<file path="src/rtl/keypad_emu_b3.sv">
// PmodKYPD keypad emulator: CPU-queued keycodes are played as press/release on the row lines.
// Optional contact bounce at the start of each press when KEYEMU_BOUNCE_EN is defined.
module keypad_emu_b3 #(
  parameter int HOLD_CYCLES   = 2_000_000,
  parameter int GAP_CYCLES    = 2_000_000,
  parameter int FIFO_DEPTH    = 4,
  parameter int BOUNCE_CYCLES = 50_000
) (
  input  logic       i_clk,
  input  logic       i_reset,
  input  logic       i_addr,
  input  logic [7:0] i_data_in,
  input  logic       i_we,
  output logic [7:0] o_data_out,
  input  logic       i_re,
  input  logic [3:0] i_col,
  output logic [3:0] o_row
);

  localparam int AW   = $clog2(FIFO_DEPTH);
  localparam int CNTW = $clog2(FIFO_DEPTH + 1);
  localparam int MAXC = (HOLD_CYCLES > GAP_CYCLES) ? HOLD_CYCLES : GAP_CYCLES;
  localparam int CW   = ($clog2(MAXC + 1) > 13) ? $clog2(MAXC + 1) : 13;

`ifdef KEYEMU_BOUNCE_EN
  localparam logic BOUNCE_EN = 1'b1;
`else
  localparam logic BOUNCE_EN = 1'b0;
`endif

  // state   | meaning
  // S_IDLE  | no key played; pops the next code when the FIFO is non-empty
  // S_PRESS | cur_key held down for HOLD_CYCLES
  // S_GAP   | all keys released for GAP_CYCLES
  typedef enum logic [1:0] {
    S_IDLE  = 2'd0,
    S_PRESS = 2'd1,
    S_GAP   = 2'd2
  } state_t;

  state_t          r_state;
  state_t          w_state_nxt;
  logic [CW-1:0]   r_cnt;
  logic [CW-1:0]   w_cnt_nxt;
  logic [3:0]      r_cur_key;
  logic [3:0]      r_mem [FIFO_DEPTH];
  logic [AW-1:0]   r_wr_ptr;
  logic [AW-1:0]   r_rd_ptr;
  logic [CNTW-1:0] r_count;
  logic [CNTW-1:0] w_count_nxt;
  logic            r_ovf;
  logic [3:0]      r_row;
  logic [3:0]      w_row_nxt;

  logic            w_empty;
  logic            w_full;
  logic            w_push_req;
  logic            w_push;
  logic            w_drop;
  logic            w_pop;
  logic            w_stat_rd;
  logic            w_busy;
  logic            w_in_bounce;
  logic            w_pressed;
  logic [1:0]      w_key_row;
  logic [1:0]      w_key_col;

  assign w_empty    = (r_count == '0);
  assign w_full     = (r_count == CNTW'(FIFO_DEPTH));
  assign w_push_req = i_we & ~i_addr;
  // A pop in the same cycle frees a slot, so a push into a full FIFO still lands.
  assign w_push     = w_push_req & (~w_full | w_pop);
  assign w_drop     = w_push_req & ~w_push;
  assign w_stat_rd  = i_re & i_addr;
  assign w_busy     = (r_state != S_IDLE);

  assign w_in_bounce = (r_cnt < CW'(BOUNCE_CYCLES));
  assign w_pressed   = (r_state == S_PRESS) & (~BOUNCE_EN | ~w_in_bounce | r_cnt[12]);

  always_comb begin
    w_state_nxt = r_state;
    w_cnt_nxt   = r_cnt;
    w_pop       = 1'b0;
    case (r_state)
      S_IDLE: begin
        if (!w_empty) begin
          w_pop       = 1'b1;
          w_state_nxt = S_PRESS;
          w_cnt_nxt   = '0;
        end
      end
      S_PRESS: begin
        if (r_cnt == CW'(HOLD_CYCLES - 1)) begin
          w_state_nxt = S_GAP;
          w_cnt_nxt   = '0;
        end else begin
          w_cnt_nxt = r_cnt + CW'(1);
        end
      end
      S_GAP: begin
        if (r_cnt == CW'(GAP_CYCLES - 1)) begin
          w_state_nxt = S_IDLE;
          w_cnt_nxt   = '0;
        end else begin
          w_cnt_nxt = r_cnt + CW'(1);
        end
      end
      default: begin
        w_state_nxt = S_IDLE;
        w_cnt_nxt   = '0;
      end
    endcase
  end

  always_ff @(posedge i_clk) begin
    if (i_reset) begin
      r_state   <= S_IDLE;
      r_cnt     <= '0;
      r_cur_key <= 4'h0;
    end else begin
      r_state <= w_state_nxt;
      r_cnt   <= w_cnt_nxt;
      if (w_pop) begin
        r_cur_key <= r_mem[r_rd_ptr];
      end
    end
  end

  always_comb begin
    w_count_nxt = r_count;
    case ({w_push, w_pop})
      2'b10:   w_count_nxt = r_count + CNTW'(1);
      2'b01:   w_count_nxt = r_count - CNTW'(1);
      default: w_count_nxt = r_count;
    endcase
  end

  always_ff @(posedge i_clk) begin
    if (w_push) begin
      r_mem[r_wr_ptr] <= i_data_in[3:0];
    end
  end

  always_ff @(posedge i_clk) begin
    if (i_reset) begin
      r_wr_ptr <= '0;
      r_rd_ptr <= '0;
      r_count  <= '0;
      r_ovf    <= 1'b0;
    end else begin
      r_count <= w_count_nxt;
      if (w_push) begin
        r_wr_ptr <= r_wr_ptr + AW'(1);
      end
      if (w_pop) begin
        r_rd_ptr <= r_rd_ptr + AW'(1);
      end
      // A dropped push in the same cycle as a STATUS read keeps the flag set.
      if (w_drop) begin
        r_ovf <= 1'b1;
      end else if (w_stat_rd) begin
        r_ovf <= 1'b0;
      end
    end
  end

  always_comb begin
    w_key_row = 2'd0;
    w_key_col = 2'd0;
    case (r_cur_key)
      4'h1: begin w_key_row = 2'd0; w_key_col = 2'd0; end
      4'h2: begin w_key_row = 2'd0; w_key_col = 2'd1; end
      4'h3: begin w_key_row = 2'd0; w_key_col = 2'd2; end
      4'hA: begin w_key_row = 2'd0; w_key_col = 2'd3; end
      4'h4: begin w_key_row = 2'd1; w_key_col = 2'd0; end
      4'h5: begin w_key_row = 2'd1; w_key_col = 2'd1; end
      4'h6: begin w_key_row = 2'd1; w_key_col = 2'd2; end
      4'hB: begin w_key_row = 2'd1; w_key_col = 2'd3; end
      4'h7: begin w_key_row = 2'd2; w_key_col = 2'd0; end
      4'h8: begin w_key_row = 2'd2; w_key_col = 2'd1; end
      4'h9: begin w_key_row = 2'd2; w_key_col = 2'd2; end
      4'hC: begin w_key_row = 2'd2; w_key_col = 2'd3; end
      4'h0: begin w_key_row = 2'd3; w_key_col = 2'd0; end
      4'hF: begin w_key_row = 2'd3; w_key_col = 2'd1; end
      4'hE: begin w_key_row = 2'd3; w_key_col = 2'd2; end
      4'hD: begin w_key_row = 2'd3; w_key_col = 2'd3; end
      default: begin w_key_row = 2'd0; w_key_col = 2'd0; end
    endcase
  end

  always_comb begin
    w_row_nxt = 4'b1111;
    for (int r = 0; r < 4; r++) begin
      w_row_nxt[r] = ~(w_pressed & (w_key_row == 2'(r)) & ~i_col[w_key_col]);
    end
  end

  always_ff @(posedge i_clk) begin
    if (i_reset) begin
      r_row <= 4'b1111;
    end else begin
      r_row <= w_row_nxt;
    end
  end

  assign o_row = r_row;

  always_comb begin
    o_data_out = 8'h00;
    if (i_re) begin
      if (i_addr) begin
        o_data_out = {w_busy, r_ovf, w_full, w_empty, 1'b0, 3'(r_count)};
      end else if (w_busy) begin
        o_data_out = {4'b0000, r_cur_key};
      end
    end
  end

endmodule

</file>
<file path="config.mk">
export PLATFORM = sky130hd
export DESIGN_NAME = keypad_emu_b3
export DESIGN_NICKNAME = d
export VERILOG_FILES = /design/src/rtl/keypad_emu_b3.sv
export SDC_FILE = /design/constraint.sdc
export NUM_CORES = 1
export LEC_CHECK = 0
export ABC_AREA = 1
export BUFFER_PORTS_ARGS = -buffer_cell sky130_fd_sc_hd__buf_4
export CAP_MARGIN = 20
export CORE_MARGIN = 4
export CORE_UTILIZATION = 26
export DETAILED_ROUTE_END_ITERATION = 10
export GPL_TIMING_DRIVEN = 0
export HOLD_SLACK_MARGIN = 0.15
export SLEW_MARGIN = 20
export SYNTH_ARGS = -nofsm -noshare
export SYNTH_HDL_FRONTEND = slang
export SYNTH_SLANG_ARGS = --single-unit
export TNS_END_PERCENT = 100
</file>
<file path="constraint.sdc">
create_clock -name i_clk -period 1.78 [get_ports i_clk]
set_input_delay 0.089 -clock i_clk [delete_from_list [all_inputs] [get_ports i_clk]]
set_output_delay 0.089 -clock i_clk [all_outputs]
set_load 0.02 [all_outputs]
</file>
==> reports/summary.md <==
The clock transition at the register clock pins on the worst setup and hold paths after CTS works out to 0.07 ns. The worst hold path depth works out to 3. The total die area came out at 13,010 sq um. The tools report the standard-cell row count as 38. Summing the areas of all fa, ha and maj instances in the mapped netlist gives 4.534% of the synthesized area. The number of cells on the worst reg-to-reg path is 11.

From bottom edge to top edge, the die measures 114.1 microns. The logs give 1267 sq um for the storage element area and 1.96 ns for the arrival time of the worst setup path. The synthesized netlist devotes 31.35% of its cell area to simple gates. At the worst endpoint, the required time is 2.01 ns. In the layout the commonest cells are 73 x sky130_fd_sc_hd__nand2_1, 57 x sky130_fd_sc_hd__nor2_1, 44 x sky130_fd_sc_hd__inv_1, 36 x sky130_fd_sc_hd__dfxtp_1, 28 x sky130_fd_sc_hd__buf_4.

The number of warnings printed during yosys synthesis was 0; the setup skew after layout was 0.005792 ns. STA classifies the critical path startpoint as a flop. After detailed routing, the number of remaining DRC violations is 0.

The cell sitting at the root of the clock tree is a sky130_fd_sc_hd__clkbuf_16. The netlist uses 37 different library cells. The chip width works out to 114.1 microns. After detailed routing, the average wire length per cell comes to 11.47 microns. Counting the fill cells in the layout gives 1,151.

For the pin count of the biggest net entering global routing, the log shows 19. The total cell area at the placement stage is 3273 sq um, and the global-route congestion overflow total is 0. The number of buffers inserted during clock tree synthesis was 5; the post-layout worst setup margin was 0.05159 ns. In the synthesized netlist, the number of instances is 384. Overall fraction of global-route tracks in use: 9.966%.

The HPWL reported at the end of detailed placement is 4863 microns. The tool flagged a number of max-cap violations equal to 0. The area occupied by multi-input gates was 1468 sq um. Setup repair after global routing could not meet its margin everywhere. The final route contains 2,608 vias. Along the worst path, the maximum fanout reaches 7. The clock latency at the later pin of the worst-skew pair is 0.29 ns, and the worst slew margin relative to its limit is 72.18%.

The routed design has 6504 microns of wire. The tools report the core area as 10,940 sq um. The maximum frequency from static timing analysis was 578.6 MHz; the proportion of layout cells with a drive suffix above 1 was 20.84%. The effective utilization at floorplan came out at 26.75%. For this block, the initial DRC count from the detailed router was 166. TritonCTS built the clock tree. The tools report the count of final max-slew check failures as 0. The logs give 0 for the count of final hold-check violations and 2925 sq um for the cell area after synthesis. The synthesized design contains 55 register bits.

Leaving out fill and tap cells, the most frequent cell in the layout is sky130_fd_sc_hd__nand2_1. The longest clock path from root to sink contains 2 buffers. The final setup violation count came out at 0. The logs give 4555 uW for the total chip power and 2,388 for the via count of the first global-routing pass.

The congestion estimate from routability-driven global placement came to 0.8486. The global-route wire length before repair was 10,850 microns. The tightest min-delay check is of the in2reg type. The run gives 29 as the number of top-level pins. Dividing the synthesized area by the synthesized cell count gives 7.618 sq um.

For the pin with the worst max-slew slack, the measured transition is 0.4173 ns. The worst setup path is captured at a flop. In the final timing run, aggregate negative setup slack is 0 ns. The repair_antennas step left the layout with diodes totalling 0. From synthesis to final layout, the design area changed by 23.48%. Of the synthesized area, sequential elements account for 43.11%.

The post-layout net count is 453. Timing analysis after detailed placement gives a worst setup slack of -0.1417 ns. The count of nets left with antenna violations once routing finished came out at 0. The largest voltage drop on the vdd net is 0.0006108 V. The classification of the worst setup path was reg2reg. The mux contribution to synthesized area is 0%, and the shortest clock period the worst path allows after layout is 1.728 ns. After synthesis, the largest family of logic cells by area is simple AND/OR/NAND/NOR gates.

Counting every net in the synthesized netlist gives 411. Using the TritonRoute via totals, the vias-per-cell ratio works out to 4.600. With fillers left out, the area of the finished cells amounts to 3612 sq um. The initial antenna violation count is 0, and the fraction of synthesized cell area in xor and xnor cells is 0.2994%.

The run gives 2 as the level count of the clock H-tree. The quantity of I/O buffers inserted on ports was 23. The run finished with clean final reports.

Summing the areas of all compound-gate instances in the mapped netlist gives 11.76% of the synthesized area. The leakage power figure was 0.001417 uW. Once layout is complete, the utilization of the core stands at 33.03%. The final cycle utilization of the critical path was 97.10%; the detailed-routing iteration count for the pre-antenna-repair pass was 4. For this design, the sink count on the clock tree is 55.

The total power per unit cell area came out at 1261 nW/um^2.
where the power goes:
group | switching (uW) | leakage (uW) | internal (uW)
combinational | 1250 | 0.000882 | 770
clock | 463 | 0.0000708 | 529
sequential | 110 | 0.000464 | 1430
total | 1830 | 0.00142 | 2730
per-layer routing:
layer | up-vias | GRT usage, % | routed length (microns)
met1 | 1188 | 13.18 | 3049
met2 | 60 | 16.71 | 3085
li1 | 1346 | - | -
met5 | - | 0 | 0
met3 | 14 | 1.903 | 274
met4 | 0 | 2.613 | 95
kinds of logic (layout without fill, tap and decap cells):
group,Yosys count,after routing
and+or+nand+nor,198,198
AOI/OAI and AO/OA,60,60
buffers and inverters,60,103
DFF,55,55
adders and majority gates,10,10
xor gates and xnor gates,1,1
area by class of cell:
class | instances | area share, %
clock buffer | 5 | 3.464
inverter | 51 | 5.438
sequential | 55 | 35.09
tap | 140 | 4.849
timing repair buffer | 35 | 7.759
clock inverter | 3 | 0.6235
multi-input combinational | 269 | 40.63
buffer | 9 | 2.148
registers in the layout, indices dropped and copies added (netlist names):
register	flops
r_count	3
r_cur_key	4
r_rd_ptr	2
r_ovf	1
r_mem	16
r_state	2
r_wr_ptr	2
r_cnt	21
o_row	4
cell usage after synthesis:
master	instances	area share (%)
sky130_fd_sc_hd__a211oi_1	1	0.26
sky130_fd_sc_hd__a21o_1	1	0.26
sky130_fd_sc_hd__a21oi_1	17	2.9
sky130_fd_sc_hd__a21oi_2	2	0.60
sky130_fd_sc_hd__a31oi_1	6	1.3
sky130_fd_sc_hd__a41oi_1	2	0.60
sky130_fd_sc_hd__buf_12	1	0.68
sky130_fd_sc_hd__buf_2	4	0.68
sky130_fd_sc_hd__buf_4	2	0.51
sky130_fd_sc_hd__buf_6	1	0.38
sky130_fd_sc_hd__clkbuf_1	1	0.13
sky130_fd_sc_hd__dfxtp_1	39	27
sky130_fd_sc_hd__edfxtp_1	16	16
sky130_fd_sc_hd__fa_1	1	0.68
sky130_fd_sc_hd__ha_1	9	3.8
sky130_fd_sc_hd__inv_1	48	6.2
sky130_fd_sc_hd__inv_2	3	0.38
sky130_fd_sc_hd__nand2_1	75	9.6
sky130_fd_sc_hd__nand2_2	4	0.86
sky130_fd_sc_hd__nand2_4	2	0.77
sky130_fd_sc_hd__nand3_1	17	2.9
sky130_fd_sc_hd__nand3_2	1	0.34
sky130_fd_sc_hd__nand3b_1	1	0.26
sky130_fd_sc_hd__nand4_1	11	2.4
sky130_fd_sc_hd__nand4_2	1	0.43
sky130_fd_sc_hd__nor2_1	61	7.8
sky130_fd_sc_hd__nor2_2	8	1.7
sky130_fd_sc_hd__nor2_4	1	0.38
sky130_fd_sc_hd__nor3_1	8	1.4
sky130_fd_sc_hd__nor3_2	6	2.1
sky130_fd_sc_hd__nor3b_1	1	0.26
sky130_fd_sc_hd__o211ai_1	1	0.26
sky130_fd_sc_hd__o21ai_0	26	4.4
sky130_fd_sc_hd__o21bai_1	1	0.26
sky130_fd_sc_hd__o32ai_1	3	0.90
sky130_fd_sc_hd__or2_2	1	0.21
sky130_fd_sc_hd__xor2_1	1	0.30
path summary, 6_finish.rpt:
check	startpoint	endpoint	slack (ns)
max reg2reg	r_state[0]	r_count[2]	0.05
min reg2reg	r_ovf	r_ovf	0.48
max	r_state[0]	r_count[2]	0.05
min	i_col[1]	o_row[1]	0.18
critical path, stage by stage, from the launching register on:
cell and delay [ns]:
sky130_fd_sc_hd__dfxtp_4 0.36, sky130_fd_sc_hd__inv_4 0.06, sky130_fd_sc_hd__ha_4 0.12, sky130_fd_sc_hd__buf_6 0.12
sky130_fd_sc_hd__nand2_4 0.07, sky130_fd_sc_hd__inv_4 0.07, sky130_fd_sc_hd__nand2_4 0.05, sky130_fd_sc_hd__fa_2 0.39
sky130_fd_sc_hd__nand3b_1 0.18, sky130_fd_sc_hd__nand3_1 0.10, sky130_fd_sc_hd__nand2_1 0.05, sky130_fd_sc_hd__nor2_1 0.10
through the flow:
stage / hold slack [ns] / cells
2_1_floorplan: 0.1879 / 384
3_3_place_gp: 0.2949 / 547
3_5_place_dp: 0.3004 / 547
4_1_cts: 0.1798 / 562
5_1_grt: 0.1912 / 567
6_report: 0.1840 / 567
timing repair:
action,CTS,global route
setup endpoints to repair,24,23
resized for setup,11,17
hold endpoints to repair,24,0
hold buffers,7,0
pin swaps,1,5
setup buffers,0,5
No activity file was read; power rests on OpenSTA's default activity.
